[src/rtl/fetch_unit.sv]
// Instruction fetch stage: owns the fetch PC, reads instr_mem and hands instr+PC to decode.
// Define FETCH_LOADER_EN to add a load port that writes instr_mem while fetch is frozen.

package fetch_unit_pkg;
  localparam int unsigned XLEN = 32;

  // One fetched instruction together with the PC it was read from.
  typedef struct packed {
    logic [XLEN-1:0] instr;
    logic [XLEN-1:0] pc;
  } fetch_entry_t;
endpackage

module fetch_unit
  import fetch_unit_pkg::*;
#(
  parameter int unsigned ADDR_W   = 10,
  parameter logic [31:0] RESET_PC = 32'h0000_0000
) (
  input  logic              clk,
  input  logic              rst,
  output logic              mem_ren,
  output logic              mem_wen,
  output logic [ADDR_W-1:0] mem_addr,
  output logic [31:0]       mem_wdata,
  input  logic [31:0]       mem_rdata,
  input  logic              redirect_i,
  input  logic [31:0]       redirect_pc_i,
  output logic [31:0]       instr_o,
  output logic [31:0]       pc_o,
  output logic              valid_o,
  input  logic              ready_i,
`ifdef FETCH_LOADER_EN
  input  logic              load_en_i,
  input  logic              load_we_i,
  input  logic [ADDR_W-1:0] load_addr_i,
  input  logic [31:0]       load_data_i,
`endif
  output logic              misalign_o
);

  localparam int unsigned OCC_W = 2;

  fetch_entry_t      out_q;
  fetch_entry_t      skid_q;
  fetch_entry_t      resp;
  logic              valid_q;
  logic              skid_valid;
  logic              inflight;
  logic [31:0]       inflight_pc;
  logic [31:0]       pc_f;
  logic [ADDR_W-1:0] last_addr;
  logic              misalign_q;
  logic              load_active;
  logic              consume;
  logic              issue;
  logic [OCC_W-1:0]  occ;

`ifdef FETCH_LOADER_EN
  assign load_active = load_en_i & ~rst;
`else
  assign load_active = 1'b0;
`endif

  assign consume = valid_q & ready_i;
  assign resp    = {mem_rdata, inflight_pc};

  // Entries held or owed to decode after this cycle's consume; at most two may exist.
  assign occ   = OCC_W'(valid_q) + OCC_W'(skid_valid) + OCC_W'(inflight) - OCC_W'(consume);
  assign issue = ~rst & ~load_active & (occ < OCC_W'(2));

  // instr_mem request side: address holds its last value between requests.
  assign mem_ren = issue;
`ifdef FETCH_LOADER_EN
  assign mem_wen   = load_active & load_we_i;
  assign mem_wdata = load_active ? load_data_i : '0;
  assign mem_addr  = load_active ? load_addr_i : (issue ? pc_f[ADDR_W-1:0] : last_addr);
`else
  assign mem_wen   = 1'b0;
  assign mem_wdata = '0;
  assign mem_addr  = issue ? pc_f[ADDR_W-1:0] : last_addr;
`endif

  // Fetch PC, in-flight tracking, output register and skid entry.
  always_ff @(posedge clk or posedge rst) begin
    if (rst) begin
      pc_f        <= RESET_PC;
      inflight    <= 1'b0;
      inflight_pc <= '0;
      valid_q     <= 1'b0;
      out_q       <= '0;
      skid_valid  <= 1'b0;
      skid_q      <= '0;
      last_addr   <= '0;
      misalign_q  <= 1'b0;
    end else begin
      misalign_q <= 1'b0;
      if (issue) begin
        last_addr <= pc_f[ADDR_W-1:0];
      end

      if (load_active) begin
        pc_f       <= RESET_PC;
        inflight   <= 1'b0;
        valid_q    <= 1'b0;
        skid_valid <= 1'b0;
      end else if (redirect_i) begin
        // Everything fetched down the old path is dropped, including next cycle's response.
        pc_f       <= {redirect_pc_i[31:2], 2'b00};
        inflight   <= 1'b0;
        valid_q    <= 1'b0;
        skid_valid <= 1'b0;
        misalign_q <= |redirect_pc_i[1:0];
      end else begin
        if (issue) begin
          inflight    <= 1'b1;
          inflight_pc <= pc_f;
          pc_f        <= pc_f + 32'd4;
        end else begin
          inflight <= 1'b0;
        end

        if (!valid_q || consume) begin
          // Output slot frees up: the older skid entry goes first, the response backs it.
          if (skid_valid) begin
            out_q      <= skid_q;
            valid_q    <= 1'b1;
            skid_valid <= inflight;
            if (inflight) begin
              skid_q <= resp;
            end
          end else if (inflight) begin
            out_q   <= resp;
            valid_q <= 1'b1;
          end else begin
            valid_q <= 1'b0;
          end
        end else if (inflight) begin
          skid_q     <= resp;
          skid_valid <= 1'b1;
        end
      end
    end
  end

  assign valid_o    = valid_q;
  assign instr_o    = out_q.instr;
  assign pc_o       = out_q.pc;
  assign misalign_o = misalign_q;

endmodule

[config.mk]
export PLATFORM = sky130hd
export DESIGN_NAME = fetch_unit
export DESIGN_NICKNAME = d
export VERILOG_FILES = /design/src/rtl/fetch_unit.sv
export SDC_FILE = /design/constraint.sdc
export NUM_CORES = 1
export LEC_CHECK = 0
export CORE_MARGIN = 2
export CORE_UTILIZATION = 47
export DETAILED_ROUTE_END_ITERATION = 7
export PLACE_DENSITY = 0.76
export SLEW_MARGIN = 20
export SYNTH_ARGS = -nofsm -noshare
export SYNTH_HDL_FRONTEND = slang
export SYNTH_SLANG_ARGS = --single-unit
[constraint.sdc]
create_clock -name clk -period 9.25 [get_ports clk]
set_input_delay 1.85 -clock clk [delete_from_list [all_inputs] [get_ports clk]]
set_output_delay 1.85 -clock clk [all_outputs]
set_load 0.03 [all_outputs]
# Yosys cells after proc, flatten, opt, wreduce, memory -nomap -nowiden
# Cells that the tools add are included.
[totals] ff_bits=206
[classes] n_addsub=4 n_lt_le_gt_ge=1 eq_ne=1 muxes=19 bitwise_logic=4 reduce_logical=10
[op_table] cell="$mux W64" count=5
[op_table] cell="$mux W32" count=2
[op_table] cell="$add A32 B3 Y32 const B" count=1
[op_table] cell="$mux W1" count=11
[op_table] cell="$mux W10" count=1
[op_table] cell="$reduce_bool A2 Y1" count=3
[op_table] cell="$reduce_and A2 Y1" count=2
[op_table] cell="$reduce_and A3 Y1" count=1
[op_table] cell="$reduce_bool A3 Y1" count=1
[op_table] cell="$add A1 B1 Y2" count=1
[op_table] cell="$add A2 B1 Y2" count=1
[op_table] cell="$and A1 B1 Y1" count=2
[op_table] cell="$lt A2 B2 Y1 const B" count=1
[op_table] cell="$ne A2 B2 Y1 const B" count=1
[op_table] cell="$not A1 Y1" count=2
[op_table] cell="$reduce_or A2 Y1" count=1
[op_table] cell="$sub A2 B1 Y2" count=1
[op_table] cell="$logic_not A1 Y1" count=1
[op_table] cell="$logic_or A1 B1 Y1" count=1

# Logic depth before layout (Yosys ltp)
# Gate-level depths: netlist of run 1.
[logic_depth] depth_word=7 ltp_mapped=13 depth_no_buf=8

# Least setup slack after synthesis of run 1
# OpenSTA, ideal clock, no wires.
[synth_timing] path_kind="input to output" startpoint="in rst" endpoint="out mem_addr[6]" t_arrival_ns=7.702 required_ns=7.400 path_slack_ns=-0.302 path_stages=4 n_path_buf=1 cell_sequence="clkbuf_1 inv_1 nand2_1 o21ai_0"
[synth_between] elab_chain_cells=3
[synth_lines] item="start: declaration" line_no="21" source="input logic rst,"
[synth_lines] item="$not A1 Y1" line_no="70" source="assign issue = ~rst & ~load_active & (occ < OCC_W'(2));"
[synth_lines] item="$and A1 B1 Y1" line_no="70"
[synth_lines] item="$mux W10" line_no="81" source="assign mem_addr = issue ? pc_f[ADDR_W-1:0] : last_addr;"
[synth_lines] item="end: declaration" line_no="24" source="output logic [ADDR_W-1:0] mem_addr,"
# No other way between the ends.

# Worst setup path in the final report of run 1
[layout_timing] startpoint="in ready_i" endpoint="out mem_addr[7]"
[layout_between] elab_chain_cells=5
[layout_lines] item="start: declaration" line_no="32" source="input logic ready_i,"
[layout_lines] item="$and A1 B1 Y1" line_no="65" source="assign consume = valid_q & ready_i;"
[layout_lines] item="$sub A2 B1 Y2" line_no="69" source="assign occ = OCC_W'(valid_q) + OCC_W'(skid_valid) + OCC_W'(inflight) - OCC_W'(consume);"
[layout_lines] item="$lt A2 B2 Y1" line_no="70"
[layout_lines] item="$and A1 B1 Y1" line_no="70"
[layout_lines] item="$mux W10" line_no="81"
# No other way between the ends.

==> metrics.cfg, run 1 <==
[run_status]
status=finished, final reports clean

[placement]
hpwl_um=12510
place.port_buffers=142
routabilityCongestion=0.8579

[synth]
yosysTopAreaCell=dfrtp_1
syn-mean-instance-area_sq_um=11.27
synthTopCellsByArea=dfrtp_1 54%, mux2_2 12%, mux2i_1 6.8%, a21oi_1 3.9%, nor2_1 3.7%
synth_edf_count=0
synth.top_cell.area_share_pct=53.89
synth_flop_cell=dfrtp_1
synth.most_common_cell=dfrtp_1
synth_cells=816
synthesis.area_sq_um=9194
synth_cell_types=50
async_flop_share_pct=100.0
yosysWarnings=0
netlist_top_cells_count=198 x dfrtp_1, 99 x mux2_2, 90 x nor2_1
synth_seq_cells=198
ys_seq_area_share_pct=53.89

[clock_network]
h-tree-depth=4
root_buffer=clkbuf_16
cts_max_path_buffers=2
clock-sinks=198
hold_buffers=0
cts_setup_buffers=0
cts_tree=built
clk_pin_slew_ps=70
post_cts_resize_count=0
numCtsBuffers=17
insertion_delay_ps=430

[route]
dr.pass1.iters=6
drc=0
ant_nets=0
wl_per_cell_um=15.94
routed_via_density=5.450
drt_iter0_drc=434
vias=6606
totalWireLength_um=19310

[worst_setup_path]
cp-start-kind=primary input
path_class=primary input to output pin
worst-path-buf-inv=4
worstPathArrival_ps=5410
worst_ep_required_time_ps=7400
r2r-end=last_addr[9]$_DFF_PP0_
reg2reg_depth=9
timing.rr.start=valid_o$_DFFE_PP0P_
worstPathCellList=clkdlybuf4s50_1 > and2_1 > ha_1 > inv_1 > ha_1 > a21oi_1 > xnor2_2 > buf_4 > nor2_1 > mux2_2 > clkdlybuf4s50_1
reg2reg_slack_ps=6200
endpoint_kind=output pin
critPathTopFamily=buffers and inverters
crit_fanout=40
cp_num_cells=11
cp_slowest_stage_delay_ps=680
cpMaxStageDelayCell=nor2_1

[sta]
worst_pin_slew_ps=1088
hold_violations=0
hold_slack_ps=497.6
fmax_mhz=137.7
finalSetupViolations=0
rsz0062_at_grt=no
min_period_ps=7260
skew_ps=7.502
slew_violations=0
period_share_pct=78.49
relSlewSlack_pct=27.42
fin_setup_tns_ps=0

[floorplan]
io_pins=178
fp.dieH_um=143.9
row_count=51
die_area_sq_um=20700
start_util_pct=47.55
fp.dieW_um=143.9
fp.coreArea_sq_um=19330

[hold_path]
hold_class=flip-flop to flip-flop
min_to=last_addr[2]$_DFF_PP0_
hold_path_startpoint=last_addr[2]$_DFF_PP0_
min_delay_path_depth=1

[pwr]
power_leakage_nw=4.653
power.density_nw_per_um2=232.5
ir_drop_v=0.0001454

[final_layout]
area_growth_pct=23.88
antenna_cells=0
final_nets=1005
drive_above_1_share_pct=16.16
final_util_pct=58.91

[global_routing]
track_usage_pct=19.19
grt_pass1_wl_um=31310
antenna_found_initial=0
grt-ovfl-total=0
globalRouteMet3Util_pct=3.999
globalRouteMet2Util_pct=27.92
grt_busiest_layer=met1
grt_max_degree=201
grt_use_met1_pct=28.49
grt_pass1_vias=6192

[run]
cap_violations=0

-- through the flow --
stage / worst slack (ps) / instances / total power, mW / instance area [sq um]
after floorplan: 1295 / 850 / 1.613 / 9325
after global placement: 1975 / 1178 / 1.861 / 10700
after detailed placement: 1910 / 1178 / 1.883 / 10700
after CTS: 1910 / 1210 / 2.673 / 11330
after global routing: 1797 / 1212 / 2.785 / 11390
final: 1990 / 1212 / 2.649 / 11390
-- where the power goes --
| group | internal, mW | switching [mW] |
|---|---|---|
| Sequential | 1.05 | 0.119 |
| Combinational | 0.314 | 0.378 |
| Clock | 0.448 | 0.338 |
| Total | 1.81 | 0.836 |
-- state kept, by name, indices dropped and copies added (netlist names) --
name and flops:
misalign_o 1, inflight_pc 30, last_addr 10, inflight 1, pc_f 30, skid_valid 1
valid_o 1, instr_o 32, pc_o 30, skid_q 62
-- worst max-delay path by stage --
stage	from	to	slack, ps
after global routing	ready_i	mem_addr[4]	1800
final	ready_i	mem_addr[7]	1990
after CTS	ready_i	mem_addr[7]	1910
after floorplan	rst	mem_addr[6]	1300
after detailed placement	ready_i	mem_addr[7]	1910
after global placement	ready_i	mem_addr[2]	1980
-- metal layers --
layer / up-vias / part of all wire, %
li1: 3114 / -
met1: 3215 / 48
met2: 256 / 44
met3: 21 / 6.9
met4: 0 / 1.4
met5: - / 0
-- final cells by class --
cell class,instances,area (sq um)
Timing Repair Buffer,153,1551
Clock inverter,13,177.7
Sequential cell,198,4959
Multi-Input combinational cell,556,3884
Inverter,8,33.78
Clock buffer,19,452.9
Tap cell,265,331.6
Fill cell,1620,7945
-- cell families (layout without fill, tap and decap cells) --
group           Yosys count  count (layout)  synth area share [%]
buf+inv                  96             193                 5.525
xor+xnor                  2               2                0.1906
flops                   198             198                 53.89
mux                     161             161                 18.88
fa+ha+maj                 3               3                0.4083
simple gates            221             221                 12.32
other cells               1              35               0.04079
compound gates          134             134                 8.751
-- placed cells by master (no fill, tap or decap), drive strengths merged, types with 3 or more instances in the layout --
cell type        n
dfrtp          198
clkinvlp         3
mux2i           62
ha               3
bufinv           3
o21ai           14
nand4b           3
or4             11
nor2b           14
a31oi           10
inv             13
mux2            99
and3             4
clkbuf          19
nand4           18
a22o             4
and4             5
nand3           28
a21oi           72
nor3            11
buf             12
o31ai            8
nor4             6
nand2b           4
o211ai           6
clkdlybuf4s50  141
conb            35
o311ai           3
nor2            90
nor3b            4
nand2           20
a22oi            4
-- worst reg2reg max path, stage by stage (launching register included) --
cell and delay, ps:
dfrtp_1 400, and2_1 170, ha_1 270, inv_1 40, ha_1 260, a21oi_1 340, xnor2_2 90, buf_4 250
nor2_1 690, mux2_2 430
Power figures use the tool's default switching activity.
==> run 2, diff against run 1 <==
CORE_UTILIZATION = 52   (was 47)
PLACE_DENSITY = 0.8   (was 0.76)
clock period = 7.3 ns   (was 9.25 ns; I/O delays follow)
==> metrics.cfg, run 2 (same netlist as run 1, synthesis figures left out) <==
[worst_setup_path]
path_class=primary input to output pin
reg2reg_depth=10
endpoint_kind=output pin
reg2reg_slack_ps=4340
worstPathArrival_ps=4760
cp_slowest_stage_delay_ps=650
worst_ep_required_time_ps=5840
cpMaxStageDelayCell=nor2_1
cp-start-kind=primary input
r2r-end=inflight_pc[27]$_DFFE_PP0P_
timing.rr.start=skid_valid$_DFFE_PP0P_
crit_fanout=11
worstPathCellList=clkdlybuf4s50_1 > and2_1 > ha_1 > inv_1 > ha_1 > a21oi_1 > xnor2_2 > nor2_1 > mux2_2 > clkdlybuf4s50_1

[floorplan]
row_count=48
fp.dieW_um=137.0
fp.coreArea_sq_um=17300
io_pins=178
fp.dieH_um=137.0
start_util_pct=53.15
die_area_sq_um=18760

[hold_path]
hold_path_startpoint=last_addr[9]$_DFF_PP0_
min_to=last_addr[9]$_DFF_PP0_
min_delay_path_depth=1
hold_class=flip-flop to flip-flop

[final_layout]
antenna_cells=0
largest_reg_flops=62
drive_above_1_share_pct=15.77
final_util_pct=64.92
final_common_cell=dfrtp_1
largest-register=skid_q
nFillCells=1363
regArea_sq_um=4959
final_nets=1004
multi_input_area_sq_um=3884
area_growth_pct=22.14
mostFrequentLayoutCells=197 x dfrtp_1, 141 x clkdlybuf4s50_1, 99 x mux2_2

[sta]
skew_ps=9.341
rsz0062_at_grt=no
relSlewSlack_pct=31.01
fmax_mhz=160.9
slew_violations=0
finalSetupViolations=0
min_period_ps=6215
hold_violations=0
fin_setup_tns_ps=0
period_share_pct=85.14
worst_pin_slew_ps=1034

[route]
wl_per_cell_um=16.89
vias=6680
routed_via_density=5.709
totalWireLength_um=19760
dr.pass1.iters=7
drt_iter0_drc=505
ant_nets=0
drc=0

[global_routing]
grt-ovfl-total=0
track_usage_pct=21.88
grt_use_met1_pct=32.87
antenna_found_initial=0
grt_pass1_wl_um=32330
globalRouteMet2Util_pct=32.56
grt_max_degree=201
grt_busiest_layer=met1
globalRouteMet3Util_pct=4.259
grt_pass1_vias=6203

[clock_network]
h-tree-depth=4
cts_max_path_buffers=2
cts_tree=built
insertion_delay_ps=430
post_cts_resize_count=0
hold_buffers=0
clk_pin_slew_ps=60
numCtsBuffers=17
root_buffer=clkbuf_16
clock-sinks=198
cts_setup_buffers=0

[pwr]
ir_drop_v=0.0001886
power_leakage_nw=4.608
power.density_nw_per_um2=289.5

[placement]
routabilityCongestion=0.8054
place.port_buffers=142
hpwl_um=12710

[run_status]
status=finished, final reports clean

[run]
cap_violations=0

-- run 2: cell count changes in the layout (fill, tap and decap cells not counted), moves of 2 or more --
cell / delta
clkinv_2: +4
clkbuf_1: +2
inv_6: -3
bufinv_16: -2
-- run 2: per-layer routing --
layer	vias to the layer above	wire, um
li1	3117	-
met1	3311	9175
met2	231	9161
met3	21	1178
met4	0	243
met5	-	0
-- run 2: worst max-delay path by stage --
stage               startpoint           to  slack, ps  cells past startpoint
floorplan                  rst  mem_addr[6]        130                      4
global placement       ready_i  mem_addr[3]       1100                     10
detailed placement     ready_i  mem_addr[5]       1030                     10
CTS                    ready_i  mem_addr[5]       1020                     10
global route           ready_i  mem_addr[5]        830                     10
finish                 ready_i  mem_addr[5]       1080                     10
-- run 2: power by group --
group / switching [mW] / total (mW) / internal (mW)
Clock: 0.402 / 0.882 / 0.480
Sequential: 0.155 / 1.49 / 1.33
Combinational: 0.484 / 0.882 / 0.398
-- run 2: per-stage QoR --
step	instance area, sq um	std cells	hold WS, ps	total power, mW	worst slack, ps
after global placement	10650	1138	482.7	2.355	1099
after global routing	11230	1170	512.8	3.426	830.2
after CTS	11200	1169	501.8	3.279	1017
after floorplan	9325	850	479.2	2.043	125.1
after detailed placement	10650	1138	484.8	2.389	1034
final	11230	1170	496.6	3.251	1085
-- run 2: area by class of cell --
type / count / share of cell area, %
Sequential cell: 198 / 44.16
Multi-Input combinational cell: 556 / 34.58
Timing Repair Buffer: 152 / 13.57
Clock buffer: 20 / 3.978
Tap cell: 225 / 2.507
Clock inverter: 11 / 0.9025
Inverter: 8 / 0.3008
-- run 2: critical path: cells and delay by family --
kind            cells  cell delay (ps)
compound gates      1              340
xor+xnor            1              120
fa+ha+maj           2              540
buf+inv             3             1060
mux                 1              430
simple gates        2              800
==> run 3, diff against run 2 <==
SLEW_MARGIN = 30   (was 20)
==> metrics.cfg, run 3 (same netlist as run 1, synthesis figures left out) <==
[worst_setup_path]
r2r-end=inflight_pc[27]$_DFFE_PP0P_
worst-path-buf-inv=3
crit_fanout=11
reg2reg_slack_ps=4240
crit_path_end=mem_addr[5]
reg2reg_depth=10
path_class=primary input to output pin
cp-start-kind=primary input
critPathTopFamily=buffers and inverters
worstPathArrival_ps=4850
startpoint=ready_i
worstPathCellList=clkdlybuf4s50_1 > and2_1 > ha_1 > inv_1 > ha_1 > a21oi_1 > xnor2_2 > nor2_1 > mux2_2 > clkdlybuf4s50_1
timing.rr.start=skid_valid$_DFFE_PP0P_
cp_num_cells=10
endpoint_kind=output pin
cp_slowest_stage_delay_ps=650
worst_ep_required_time_ps=5840
cpMaxStageDelayCell=nor2_1

[final_layout]
antenna_cells=0
area_growth_pct=23.42
fin_cells=1171
mostFrequentLayoutCells=197 x dfrtp_1, 141 x clkdlybuf4s50_1, 99 x mux2_2
final_common_cell=dfrtp_1
drive_above_1_share_pct=15.86
final_nets=1004
largest_reg_flops=62
nFillCells=1344
largest-register=skid_q

[pwr]
ir_drop_v=0.0001724
p_total_mw=3.396
power.density_nw_per_um2=299.3
power_leakage_nw=4.655

[route]
drc=0
routed_via_density=5.623
dr.pass1.iters=5
wl_per_cell_um=16.73
ant_nets=0
totalWireLength_um=19590
drt_iter0_drc=457
vias=6585

[floorplan]
io_pins=178
fp.coreArea_sq_um=17300
start_util_pct=53.15
fp.dieH_um=137.0
fp.dieW_um=137.0
row_count=48
die_area_sq_um=18760

[clock_network]
insertion_delay_ps=420
cts_tree=built
cts_max_path_buffers=2
root_buffer=clkbuf_16
numCtsBuffers=17
h-tree-depth=4
cts_setup_buffers=0
clock-sinks=198
hold_buffers=0
post_cts_resize_count=0
clk_pin_slew_ps=70

[global_routing]
track_usage_pct=21.71
grt-ovfl-total=0
antenna_found_initial=0
grt_max_degree=102
grt_pass1_vias=6220
grt_pass1_wl_um=32060

[sta]
fmax_mhz=158.4
slew_violations=0
skew_ps=7.006
worst_pin_slew_ps=834.1
rsz0062_at_grt=no
fin_setup_tns_ps=0
min_period_ps=6312
period_share_pct=86.47
finalSetupViolations=0
hold_violations=0
relSlewSlack_pct=44.18

[hold_path]
hold_class=flip-flop to flip-flop
min_delay_path_depth=1

[run_status]
status=finished, final reports clean

[placement]
routabilityCongestion=0.8054
hpwl_um=12910
place.port_buffers=142
dp_cells=1139

[run]
cap_violations=0

==> run 3: power breakdown <==
part	leakage, nW	internal, mW	switching [mW]
registers	2.32	1.33	0.156
logic	2.02	0.398	0.484
clock network	0.315	0.616	0.412
total	4.66	2.34	1.05
==> run 3: routing by layer <==
metal	part of all wire [%]	routed length, um	track usage, %	vias up
met5	0	0	0	-
met4	0.90	176	5.613	0
met3	6.5	1282	4.852	13
met2	47	9119	32.89	236
met1	46	9007	31.74	3230
li1	-	-	-	3106
==> run 3: per-stage QoR <==
| stage | worst slack, ps | hold WS [ps] | area, sq um | utilization, % |
|---|---|---|---|---|
| after floorplan | 125.1 | 479.2 | 9325 | - |
| after detailed placement | 1044 | 486.1 | 10680 | 61.75 |
| after global placement | 1099 | 482.7 | 10650 | 61.60 |
| final | 987.6 | 498.8 | 11350 | 65.60 |
| after global routing | 797.3 | 512.4 | 11350 | 65.60 |
| after CTS | 1039 | 504.9 | 11330 | 65.52 |
==> run 3: cell type report <==
cell class	count	area (sq um)	share of cell area, %
Sequential cell	198	4959	43.70
Multi-Input combinational cell	556	3895	34.33
Timing Repair Buffer	152	1528	13.46
Tap cell	225	281.5	2.481
Inverter	8	33.78	0.2977
Clock buffer	19	432.9	3.815
Clock inverter	13	217.7	1.919
==> run 3: worst min-delay path by stage <==
| stage | from | end | slack, ps |
|---|---|---|---|
| finish | last_addr[3]$_DFF_PP0_ | last_addr[3]$_DFF_PP0_ | 500 |
| global route | skid_q[15]$_DFFE_PP0P_ | skid_q[15]$_DFFE_PP0P_ | 510 |
| CTS | last_addr[7]$_DFF_PP0_ | last_addr[7]$_DFF_PP0_ | 500 |
| detailed placement | last_addr[7]$_DFF_PP0_ | last_addr[7]$_DFF_PP0_ | 490 |
| global placement | last_addr[8]$_DFF_PP0_ | last_addr[8]$_DFF_PP0_ | 480 |
| floorplan | skid_q[10]$_DFFE_PP0P_ | skid_q[10]$_DFFE_PP0P_ | 480 |
